<file path="config.mk">
export PLATFORM = sky130hd
export DESIGN_NAME = clint_vec_flat
export DESIGN_NICKNAME = d
export VERILOG_FILES = /design/src/rtl/clint_vec_pkg.sv /design/src/rtl/clint_vec_if.sv /design/src/rtl/clint_vec_irq_pend.sv /design/src/rtl/clint_vec.sv /design/src/flat_wrapper.sv
export SDC_FILE = /design/constraint.sdc
export NUM_CORES = 1
export LEC_CHECK = 0
export CORE_UTILIZATION = 40
export CTS_CLUSTER_DIAMETER = 150
export DETAILED_ROUTE_END_ITERATION = 10
export PLACE_DENSITY_LB_ADDON = 0.05
export SYNTH_ARGS = -nofsm -noshare
export SYNTH_HDL_FRONTEND = slang
export SYNTH_SLANG_ARGS = --single-unit
</file>
<file path="constraint.sdc">
create_clock -name clk -period 4.5 [get_ports clk]
set_clock_uncertainty 0.05 [all_clocks]
set_input_delay 0.9 -clock clk [delete_from_list [all_inputs] [get_ports clk]]
set_output_delay 0.9 -clock clk [all_outputs]
set_load 0.01 [all_outputs]
</file>
<file path="src/rtl/clint_vec_pkg.sv">
// Shared encodings for the vectored core-local interrupt controller:
// FSM states, CSR addresses, mstatus bit positions and mtvec mode codes.
package clint_vec_pkg;

    // One-hot so each state bit can be probed directly by checkers.
    typedef enum logic [6:0] {
        ST_IDLE    = 7'b000_0001,
        ST_MEPC    = 7'b000_0010,
        ST_MSTATUS = 7'b000_0100,
        ST_MCAUSE  = 7'b000_1000,
        ST_ENTER   = 7'b001_0000,
        ST_MRET    = 7'b010_0000,
        ST_RET     = 7'b100_0000
    } state_t;

    localparam logic [11:0] CSR_MEPC_ADDR    = 12'h341;
    localparam logic [11:0] CSR_MSTATUS_ADDR = 12'h300;
    localparam logic [11:0] CSR_MCAUSE_ADDR  = 12'h342;

    localparam int MSTATUS_MIE  = 3;
    localparam int MSTATUS_MPIE = 7;

    localparam logic [1:0] MTVEC_DIRECT   = 2'b00;
    localparam logic [1:0] MTVEC_VECTORED = 2'b01;

endpackage

</file>
<file path="src/rtl/clint_vec_if.sv">
// Core-side bundle of the interrupt controller: IRQ lines, pipeline context,
// CSR read values in; CSR write strobe, EX redirect, acknowledge and FSM state out.
interface clint_vec_if #(
    parameter int XLEN    = 16,
    parameter int NUM_IRQ = 4
);
    import clint_vec_pkg::*;

    // No valid/ready pair here: int_we and int_assert are single-cycle strobes
    // that the CSR file and EX stage must accept unconditionally in that cycle.
    logic [NUM_IRQ-1:0] irq_i;
    logic [NUM_IRQ-1:0] irq_en_i;
    logic               global_int_en;
    logic [XLEN-1:0]    inst_addr;
    logic               inst_is_mret;
    logic               jump_flag;
    logic [XLEN-1:0]    jump_addr;
    logic [XLEN-1:0]    csr_mtvec;
    logic [XLEN-1:0]    csr_mepc;
    logic [XLEN-1:0]    csr_mstatus;

    logic               hold_flag_int;
    logic               int_we;
    logic [XLEN-1:0]    int_waddr;
    logic [XLEN-1:0]    int_wdata;
    logic               int_assert;
    logic [XLEN-1:0]    int_addr;
    logic [NUM_IRQ-1:0] irq_ack_o;
    state_t             dbg_state;

    modport master (
        output irq_i, irq_en_i, global_int_en, inst_addr, inst_is_mret,
               jump_flag, jump_addr, csr_mtvec, csr_mepc, csr_mstatus,
        input  hold_flag_int, int_we, int_waddr, int_wdata, int_assert,
               int_addr, irq_ack_o, dbg_state
    );

    modport slave (
        input  irq_i, irq_en_i, global_int_en, inst_addr, inst_is_mret,
               jump_flag, jump_addr, csr_mtvec, csr_mepc, csr_mstatus,
        output hold_flag_int, int_we, int_waddr, int_wdata, int_assert,
               int_addr, irq_ack_o, dbg_state
    );

endinterface

</file>
<file path="src/rtl/clint_vec_irq_pend.sv">
// One interrupt source: two-flop synchroniser followed by either a level
// pass-through or a sticky rising-edge pending bit cleared by acknowledge.
module clint_vec_irq_pend #(
    parameter bit IS_EDGE = 1'b0
) (
    input  logic clk,
    input  logic rst_n,
    input  logic irq_i,
    input  logic ack_i,
    output logic pend_o
);

    logic sync1_q, sync1_d;
    logic sync2_q, sync2_d;
    logic dly_q,   dly_d;
    logic pend_q,  pend_d;

    always_comb begin
        sync1_d = irq_i;
        sync2_d = sync1_q;
        dly_d   = sync2_q;
        pend_d  = 1'b0;
        if (IS_EDGE) begin
            pend_d = pend_q;
            if (ack_i) pend_d = 1'b0;
            // A fresh edge arriving in the ack cycle must not be lost.
            if (sync2_q && !dly_q) pend_d = 1'b1;
        end
    end

    always_ff @(posedge clk or negedge rst_n) begin
        if (!rst_n) begin
            sync1_q <= 1'b0;
            sync2_q <= 1'b0;
            dly_q   <= 1'b0;
            pend_q  <= 1'b0;
        end else begin
            sync1_q <= sync1_d;
            sync2_q <= sync2_d;
            dly_q   <= dly_d;
            pend_q  <= pend_d;
        end
    end

    assign pend_o = IS_EDGE ? pend_q : sync2_q;

endmodule

</file>
<file path="src/rtl/clint_vec.sv">
// Core-local interrupt controller: fixed-priority arbitration over NUM_IRQ
// sources, CSR save/restore sequence for trap entry and MRET, EX redirect.
module clint_vec
    import clint_vec_pkg::*;
#(
    parameter int                 XLEN          = 16,
    parameter int                 NUM_IRQ       = 4,
    parameter logic [NUM_IRQ-1:0] EDGE_MASK     = NUM_IRQ'(1),
    parameter int                 CAUSE_BASE    = 4,
    parameter logic [11:0]        CSR_MEPC_A    = CSR_MEPC_ADDR,
    parameter logic [11:0]        CSR_MSTATUS_A = CSR_MSTATUS_ADDR,
    parameter logic [11:0]        CSR_MCAUSE_A  = CSR_MCAUSE_ADDR
) (
    input  logic        clk,
    input  logic        rst_n,
    clint_vec_if.slave  bus
);

    logic [NUM_IRQ-1:0] pend;
    logic [NUM_IRQ-1:0] pend_en;
    logic [NUM_IRQ-1:0] ack;
    logic [3:0]         sel_id;
    logic               idle;
    logic               take;

    state_t          state_q, state_d;
    logic [3:0]      id_q, id_d;
    logic [XLEN-1:0] epc_q, epc_d;

    logic [XLEN-1:0] cause;
    logic [XLEN-1:0] mtvec_base;
    logic            we;
    logic [XLEN-1:0] waddr;
    logic [XLEN-1:0] wdata;
    logic            redirect;
    logic [XLEN-1:0] redirect_addr;

    for (genvar i = 0; i < NUM_IRQ; i++) begin : g_pend
        clint_vec_irq_pend #(.IS_EDGE(EDGE_MASK[i])) u_pend (
            .clk    (clk),
            .rst_n  (rst_n),
            .irq_i  (bus.irq_i[i]),
            .ack_i  (ack[i]),
            .pend_o (pend[i])
        );
    end

    assign pend_en = pend & bus.irq_en_i;

    // Scan from the top so the lowest enabled pending index is the last write.
    always_comb begin
        sel_id = '0;
        for (int i = NUM_IRQ - 1; i >= 0; i--) begin
            if (pend_en[i]) sel_id = 4'(i);
        end
    end

    assign idle       = (state_q == ST_IDLE);
    assign take       = idle && bus.global_int_en && (|pend_en);
    assign cause      = XLEN'(CAUSE_BASE) + XLEN'(id_q);
    assign mtvec_base = {bus.csr_mtvec[XLEN-1:2], 2'b00};

    always_comb begin
        state_d       = state_q;
        id_d          = id_q;
        epc_d         = epc_q;
        we            = 1'b0;
        waddr         = '0;
        wdata         = '0;
        redirect      = 1'b0;
        redirect_addr = '0;
        ack           = '0;
        unique case (state_q)
            ST_IDLE: begin
                if (bus.inst_is_mret) begin
                    state_d = ST_MRET;
                end else if (take) begin
                    id_d    = sel_id;
                    epc_d   = bus.jump_flag ? bus.jump_addr : bus.inst_addr;
                    state_d = ST_MEPC;
                end
            end
            ST_MEPC: begin
                we      = 1'b1;
                waddr   = XLEN'(CSR_MEPC_A);
                wdata   = epc_q;
                state_d = ST_MSTATUS;
            end
            ST_MSTATUS: begin
                we                  = 1'b1;
                waddr               = XLEN'(CSR_MSTATUS_A);
                wdata               = bus.csr_mstatus;
                wdata[MSTATUS_MPIE] = bus.csr_mstatus[MSTATUS_MIE];
                wdata[MSTATUS_MIE]  = 1'b0;
                state_d             = ST_MCAUSE;
            end
            ST_MCAUSE: begin
                we              = 1'b1;
                waddr           = XLEN'(CSR_MCAUSE_A);
                wdata           = cause;
                wdata[XLEN-1]   = 1'b1;
                ack             = NUM_IRQ'(1) << id_q;
                state_d         = ST_ENTER;
            end
            ST_ENTER: begin
                redirect = 1'b1;
                // Reserved modes 10/11 fall back to direct.
                if (bus.csr_mtvec[1:0] == MTVEC_VECTORED) begin
                    redirect_addr = mtvec_base + (cause << 2);
                end else begin
                    redirect_addr = mtvec_base;
                end
                state_d = ST_IDLE;
            end
            ST_MRET: begin
                we                  = 1'b1;
                waddr               = XLEN'(CSR_MSTATUS_A);
                wdata               = bus.csr_mstatus;
                wdata[MSTATUS_MIE]  = bus.csr_mstatus[MSTATUS_MPIE];
                wdata[MSTATUS_MPIE] = 1'b1;
                state_d             = ST_RET;
            end
            ST_RET: begin
                redirect      = 1'b1;
                redirect_addr = bus.csr_mepc;
                state_d       = ST_IDLE;
            end
            default: begin
                state_d = ST_IDLE;
            end
        endcase
    end

    always_ff @(posedge clk or negedge rst_n) begin
        if (!rst_n) begin
            state_q <= ST_IDLE;
            id_q    <= '0;
            epc_q   <= '0;
        end else begin
            state_q <= state_d;
            id_q    <= id_d;
            epc_q   <= epc_d;
        end
    end

    assign bus.hold_flag_int = take || (bus.inst_is_mret && idle) || !idle;
    assign bus.int_we        = we;
    assign bus.int_waddr     = waddr;
    assign bus.int_wdata     = wdata;
    assign bus.int_assert    = redirect;
    assign bus.int_addr      = redirect_addr;
    assign bus.irq_ack_o     = ack;
    assign bus.dbg_state     = state_q;

endmodule
</file>
<file path="src/flat_wrapper.sv">
// flat-port wrapper written by rule: the top's interface ports become plain ports
module clint_vec_flat import clint_vec_pkg::*;
#(
    parameter int                 XLEN          = 16,
    parameter int                 NUM_IRQ       = 4,
    parameter logic [NUM_IRQ-1:0] EDGE_MASK     = NUM_IRQ'(1),
    parameter int                 CAUSE_BASE    = 4,
    parameter logic [11:0]        CSR_MEPC_A    = CSR_MEPC_ADDR,
    parameter logic [11:0]        CSR_MSTATUS_A = CSR_MSTATUS_ADDR,
    parameter logic [11:0]        CSR_MCAUSE_A  = CSR_MCAUSE_ADDR
)
  (clk, rst_n, bus_irq_i, bus_irq_en_i, bus_global_int_en, bus_inst_addr, bus_inst_is_mret, bus_jump_flag, bus_jump_addr, bus_csr_mtvec, bus_csr_mepc, bus_csr_mstatus, bus_hold_flag_int, bus_int_we, bus_int_waddr, bus_int_wdata, bus_int_assert, bus_int_addr, bus_irq_ack_o, bus_dbg_state);
  clint_vec_if #(.XLEN(XLEN), .NUM_IRQ(NUM_IRQ)) bus_i ();
  input  logic clk;
  input  logic rst_n;
  input wire logic [$bits(bus_i.irq_i)-1:0] bus_irq_i;
  input wire logic [$bits(bus_i.irq_en_i)-1:0] bus_irq_en_i;
  input wire logic [$bits(bus_i.global_int_en)-1:0] bus_global_int_en;
  input wire logic [$bits(bus_i.inst_addr)-1:0] bus_inst_addr;
  input wire logic [$bits(bus_i.inst_is_mret)-1:0] bus_inst_is_mret;
  input wire logic [$bits(bus_i.jump_flag)-1:0] bus_jump_flag;
  input wire logic [$bits(bus_i.jump_addr)-1:0] bus_jump_addr;
  input wire logic [$bits(bus_i.csr_mtvec)-1:0] bus_csr_mtvec;
  input wire logic [$bits(bus_i.csr_mepc)-1:0] bus_csr_mepc;
  input wire logic [$bits(bus_i.csr_mstatus)-1:0] bus_csr_mstatus;
  output wire logic [$bits(bus_i.hold_flag_int)-1:0] bus_hold_flag_int;
  output wire logic [$bits(bus_i.int_we)-1:0] bus_int_we;
  output wire logic [$bits(bus_i.int_waddr)-1:0] bus_int_waddr;
  output wire logic [$bits(bus_i.int_wdata)-1:0] bus_int_wdata;
  output wire logic [$bits(bus_i.int_assert)-1:0] bus_int_assert;
  output wire logic [$bits(bus_i.int_addr)-1:0] bus_int_addr;
  output wire logic [$bits(bus_i.irq_ack_o)-1:0] bus_irq_ack_o;
  output wire logic [$bits(bus_i.dbg_state)-1:0] bus_dbg_state;
  assign bus_i.irq_i = bus_irq_i;
  assign bus_i.irq_en_i = bus_irq_en_i;
  assign bus_i.global_int_en = bus_global_int_en;
  assign bus_i.inst_addr = bus_inst_addr;
  assign bus_i.inst_is_mret = bus_inst_is_mret;
  assign bus_i.jump_flag = bus_jump_flag;
  assign bus_i.jump_addr = bus_jump_addr;
  assign bus_i.csr_mtvec = bus_csr_mtvec;
  assign bus_i.csr_mepc = bus_csr_mepc;
  assign bus_i.csr_mstatus = bus_csr_mstatus;
  assign bus_hold_flag_int = bus_i.hold_flag_int;
  assign bus_int_we = bus_i.int_we;
  assign bus_int_waddr = bus_i.int_waddr;
  assign bus_int_wdata = bus_i.int_wdata;
  assign bus_int_assert = bus_i.int_assert;
  assign bus_int_addr = bus_i.int_addr;
  assign bus_irq_ack_o = bus_i.irq_ack_o;
  assign bus_dbg_state = bus_i.dbg_state;
  clint_vec #(.XLEN(XLEN), .NUM_IRQ(NUM_IRQ), .EDGE_MASK(EDGE_MASK), .CAUSE_BASE(CAUSE_BASE), .CSR_MEPC_A(CSR_MEPC_A), .CSR_MSTATUS_A(CSR_MSTATUS_A), .CSR_MCAUSE_A(CSR_MCAUSE_A)) u_core (.clk(clk), .rst_n(rst_n), .bus(bus_i));
endmodule
</file>
# --- Word level (Yosys, flattened, before mapping) ---
# Cells that the tools add are included.
totals:
  ff_bits: 37
  input_bits: 93
  wordCells: 58
classes:
  n_addsub: 2
  eq_ne: 9
  n_shift: 1
  muxes: 17
  n_bitwise: 2
  n_reduce_logical: 14
ops:
  columns: ["op", "n"]
  rows:
  - ["one-hot mux 16 bit (4 select lines)", 1]
  - ["one-hot mux 7 bit (5 select lines)", 1]
  - ["2-to-1 mux 16 bit", 2]
  - ["one-hot mux 16 bit (2 select lines)", 1]
  - ["one-hot mux 10 bit (3 select lines)", 1]
  - ["adder 16 bit", 1]
  - ["2-to-1 mux 4 bit", 4]
  - ["2-to-1 mux 7 bit", 2]
  - ["OR reduction 4 bit", 2]
  - ["equality test 7 x 1 -> 1 bit, second input constant", 1]
  - ["equality test 7 x 2 -> 1 bit, second input constant", 1]
  - ["equality test 7 x 3 -> 1 bit, second input constant", 1]
  - ["equality test 7 x 4 -> 1 bit, second input constant", 1]
  - ["equality test 7 x 5 -> 1 bit, second input constant", 1]
  - ["equality test 7 x 6 -> 1 bit, second input constant", 1]
  - ["equality test 7 bit, second input constant", 1]
  - ["adder 3 x 4 -> 5 bit, first input constant", 1]
  - ["AND 4 bit", 1]
  - ["logical AND 1 bit", 4]
  - ["2-to-1 mux 1 bit", 4]
  - ["OR reduction 2 bit", 2]
  - ["left shift 1 x 4 -> 4 bit, first input constant", 1]
  - ["!= test 3 bit, second input constant", 1]
  - ["AND reduction 3 bit", 1]
  - ["6 further kinds", 8]

# --- Depth between registers and ports, before layout ---
depth:
  word_depth: 6
  mapped_depth: 6

# --- Hierarchy ---
# From an unflattened synthesis, not the netlist that was laid out.
unflattened:
  cells_unflattened: 254
  hier_area_um2: 2358.5
by_module_without_submodules:
  columns: ["module", "n_inst", "cells_per_inst", "area_per_inst_um2", "seq_area_each_um2"]
  rows:
  - ["clint_vec", 1, 241, 2088.3, 626.9]
  - ["clint_vec_irq_pend at u_core.g_pend[1].u_pend ...", 3, 2, 50.0, 50.0]
  - ["clint_vec_irq_pend at u_core.g_pend[0].u_pend", 1, 7, 120.1, 100.1]

# --- Worst setup path before layout ---
# OpenSTA, ideal clock, no wires.
synth_timing:
  path_type: "input to output"
  start: "in bus_csr_mtvec[2]"
  end: "out bus_int_addr[12]"
  arrival_time_ps: 2199
  required_time_ps: 3550
  path_slack_ps: 1351
  stages: 6
  path_cell_list: "ha_1 > fa_1 > nor2_1 > nor4_1 > xnor2_1 > o21ai_0"
synth_via:
  elab_chain_len: 3
synth_lines:
  columns: ["item", "line_no", "rtl"]
  rows:
  - ["start: declaration", "flat_wrapper.sv:23", "input wire logic [$bits(bus_i.csr_mtvec)-1:0] bus_csr_mtvec;"]
  - ["adder 16 bit", "clint_vec.sv:109", "redirect_addr = mtvec_base + (cause << 2);"]
  - ["2-to-1 mux 16 bit", "clint_vec.sv:108", "if (bus.csr_mtvec[1:0] == MTVEC_VECTORED) begin"]
  - ["one-hot mux 16 bit (2 select lines)", "clint_vec.sv:73", "unique case (state_q)"]
  - ["end: declaration", "flat_wrapper.sv:31", "output wire logic [$bits(bus_i.int_addr)-1:0] bus_int_addr;"]
# Every way passes these cells.

# --- Final worst setup path ---
# Ends and elaborated chain as after synthesis.

==> reports/qor.csv <==
metric,value,unit
fin area,3869,sq um
Crit. End Element,primary output,
TritonCTS buffer count,5,
NumNets Final,459,
Slew headroom,48.19,%
CP required,3.55,ns
share of the synthesized area in the top cell type,35.62,%
Skew-Pair Late Insertion Delay,0.28,ns
fraction of registers with async set/reset,100.0,%
RSZ-0062 raised after global routing,no,
initial core utilization,42.34,%
Post-DP Area,3756,sq um
f_max,240.2,MHz
Seq pwr share,36.1,%
Antenna Nets Post-Route,0,
fraction of layout cells with a size suffix above 1,15.11,%
root buf cell,clkbuf_8,
switching power,0.4159,mW
GR Overflow Total,0,
Worst-path clk slew,0.08,ns
DRT Wirelength,6509,um
Synth cell types,49,
Final min period,4.163,ns
Post-synth top cells,"dfrtp_1, mux2_2, nand2_1",
number of synthesized flops with an enable pin,0,
first-pass GRT wire length,10380,um
Clk pwr share,20.5,%
drt pass-1 iters,4,
Crit Path Max Fanout,5,
routed vias,2186,
Hold WC Path Type,reg2reg,
PwrDens,355.4,nW/um^2
RD Place Congestion,0.7888,
post-CTS sizing,0,
critical path arrival,3.21,ns
CTS tree,built,
H-Tree Level Count,2,
ANT cells,0,
Peak VDD IR,257.9,uV
cts-stage hold buffer count,0,
DRT iter0 DRCs,60,
antenna violations before repair,0,
largest net degree at the start of global routing,36,
WL/cell,14.93,um
largest cells by area after synthesis,"dfrtp_1, mux2_2, mux2_4",
vias in the first global route,2197,
Setup Viol. Count Final,0,
yosys warns,0,
Leak,1.561,nW
Mapped Area,2389,sq um
Gate power share,43.4,%
Final period util,92.52,%
"Avg Cell Area, Syn",10.43,sq um
Layout area overhead,61.97,%
Yosys reg bits,35,
clock tree sinks,35,
final hold vios,0,
FP Rows,27,
top_reg_cell synth,dfrtp_1,
DRC errors left,0,
maxcap violations,0,
IO Pins,155,
# Post-CTS Setup Buffers,0,
total negative slack,0,ns
DPL Wire Length,5078,um
Die X,79.28,um
"area leader, netlist",dfrtp_1,
pins over their slew limit,0,
Die H,79.28,um
core area,5642,sq um
Sw Ratio,30.25,%
simple-gate share of the synthesized area,18.18,%
post-synthesis mux area share,18.28,%
Worst Tran Pin Value,0.7771,ns
deepest clock path buffer count,2,
die footprint,6285,sq um
Via density,5.014,
status,finished clean,
Cells after Synth,229,
Int Pwr,0.9589,mW
sequential fraction of the synthesis area,36.72,%
port bufs,143,
top-count cell post-synth,dfrtp_1,
compound-gate portion of the synthesized area,10.84,%
Post-Synth XOR/XNOR Area,4.767,%
critical path class,in2out,
largest family of logic cells by synthesized area,multiplexers,
crit start category,input pin,
Post-Synth Adder-Cell Area,1.886,%
Tot GR Track Use,21.71,%
-- path summary, 6_finish.rpt --
check	endpoint	slack, ns	start	cells after the start
worst max-delay path	bus_int_addr[12]	0.34	bus_csr_mtvec[2]	8
worst max register to register	u_core.id_q[1]	2.38	u_core.bus.dbg_state[2]	5
worst min-delay path	u_core.g_pend[0].u_pend.dly_d	0.30	u_core.g_pend[0].u_pend.sync1_q	0
max in group asynchronous	u_core.epc_q[8]	3.26	rst_n	1
min in group asynchronous	u_core.g_pend[3].u_pend.pend_o	0.64	rst_n	1
worst min register to register	u_core.g_pend[0].u_pend.dly_d	0.30	u_core.g_pend[0].u_pend.sync1_q	0
-- power by group through the flow --
stage / registers [mW] / logic (mW) / clock network (mW)
floorplan: 0.484 / 0.348 / 0
global placement: 0.496 / 0.593 / 0
detailed placement: 0.502 / 0.602 / 0
CTS: 0.497 / 0.606 / 0.289
global route: 0.511 / 0.649 / 0.304
finish: 0.496 / 0.597 / 0.281
-- final cells by class --
type	count	area [sq um]
Sequential cell	35	877.1
Clock buffer	5	68.82
Fill cell	451	1773
Inverter	3	11.26
Tap cell	72	90.09
Multi-Input combinational cell	173	1336
Timing Repair Buffer	145	1441
Clock inverter	3	43.79
-- metal layers --
| layer | routed length, um | vias up | track usage (%) |
|---|---|---|---|
| li1 | - | 1071 | - |
| met1 | 2612 | 1003 | 24.33 |
| met2 | 3167 | 104 | 38.79 |
| met3 | 639 | 8 | 7.126 |
| met4 | 90 | 0 | 6.545 |
| met5 | 0 | - | 0 |
-- flip-flops by register name, indices dropped and copies added, names as in the netlist --
register / cells
u_core.bus.dbg_state: 7
u_core.g_pend.u_pend.dly_q: 1
u_core.g_pend.u_pend.pend_o: 4
u_core.epc_q: 16
u_core.g_pend.u_pend.dly_d: 1
u_core.id_q: 2
u_core.g_pend.u_pend.sync1_q: 4
-- stage by stage --
| step | power [mW] | util (%) | instances | hold slack (ns) | setup slack [ns] |
|---|---|---|---|---|---|
| 6_report | 1.375 | 68.57 | 436 | 0.3017 | 0.3368 |
| 5_1_grt | 1.464 | 68.57 | 436 | 0.3163 | 0.1547 |
| 4_1_cts | 1.392 | 68.57 | 436 | 0.3034 | 0.3374 |
| 3_5_place_dp | 1.104 | 66.58 | 428 | 0.2858 | 0.3444 |
| 3_3_place_gp | 1.089 | 66.58 | 428 | 0.2829 | 0.3647 |
| 2_1_floorplan | 0.8322 | - | 239 | 0.2812 | 1.351 |
-- cell families after synthesis --
logic type	after synthesis
simple gates	73
compound gates	37
mux	36
flops	35
buf+inv	31
xor+xnor	13
fa+ha+maj	3
other cells	1
-- cells in the final DEF, fill, tap and decap left out, types with 2 or more instances in the layout --
cell type,Yosys,layout
a221o_1,3,3
a22o_1,13,13
and2_1,2,2
and3_1,2,2
and4b_2,2,2
and4bb_2,2,2
buf_4,17,2
clkbuf_8,0,5
clkdlybuf4s50_1,0,142
conb_1,1,11
dfrtp_1,34,34
ha_1,2,2
inv_1,3,3
mux2_2,25,25
mux2_4,9,9
mux2i_1,2,2
nand2_1,24,24
nand3_1,4,4
nand4_1,2,2
nor2_1,9,9
nor3_1,3,3
nor3b_1,5,5
nor4_1,4,4
o21ai_0,16,16
or3_1,2,2
xnor2_1,12,12
-- worst max-delay path, cell delays in order --
cell and delay, ns:
clkdlybuf4s50_1 0.43, ha_1 0.25, fa_1 0.38, nor2_1 0.29, nor4_1 0.12, xnor2_1 0.13
o21ai_0 0.15, clkdlybuf4s50_1 0.56
Power figures use the tool's default switching activity.
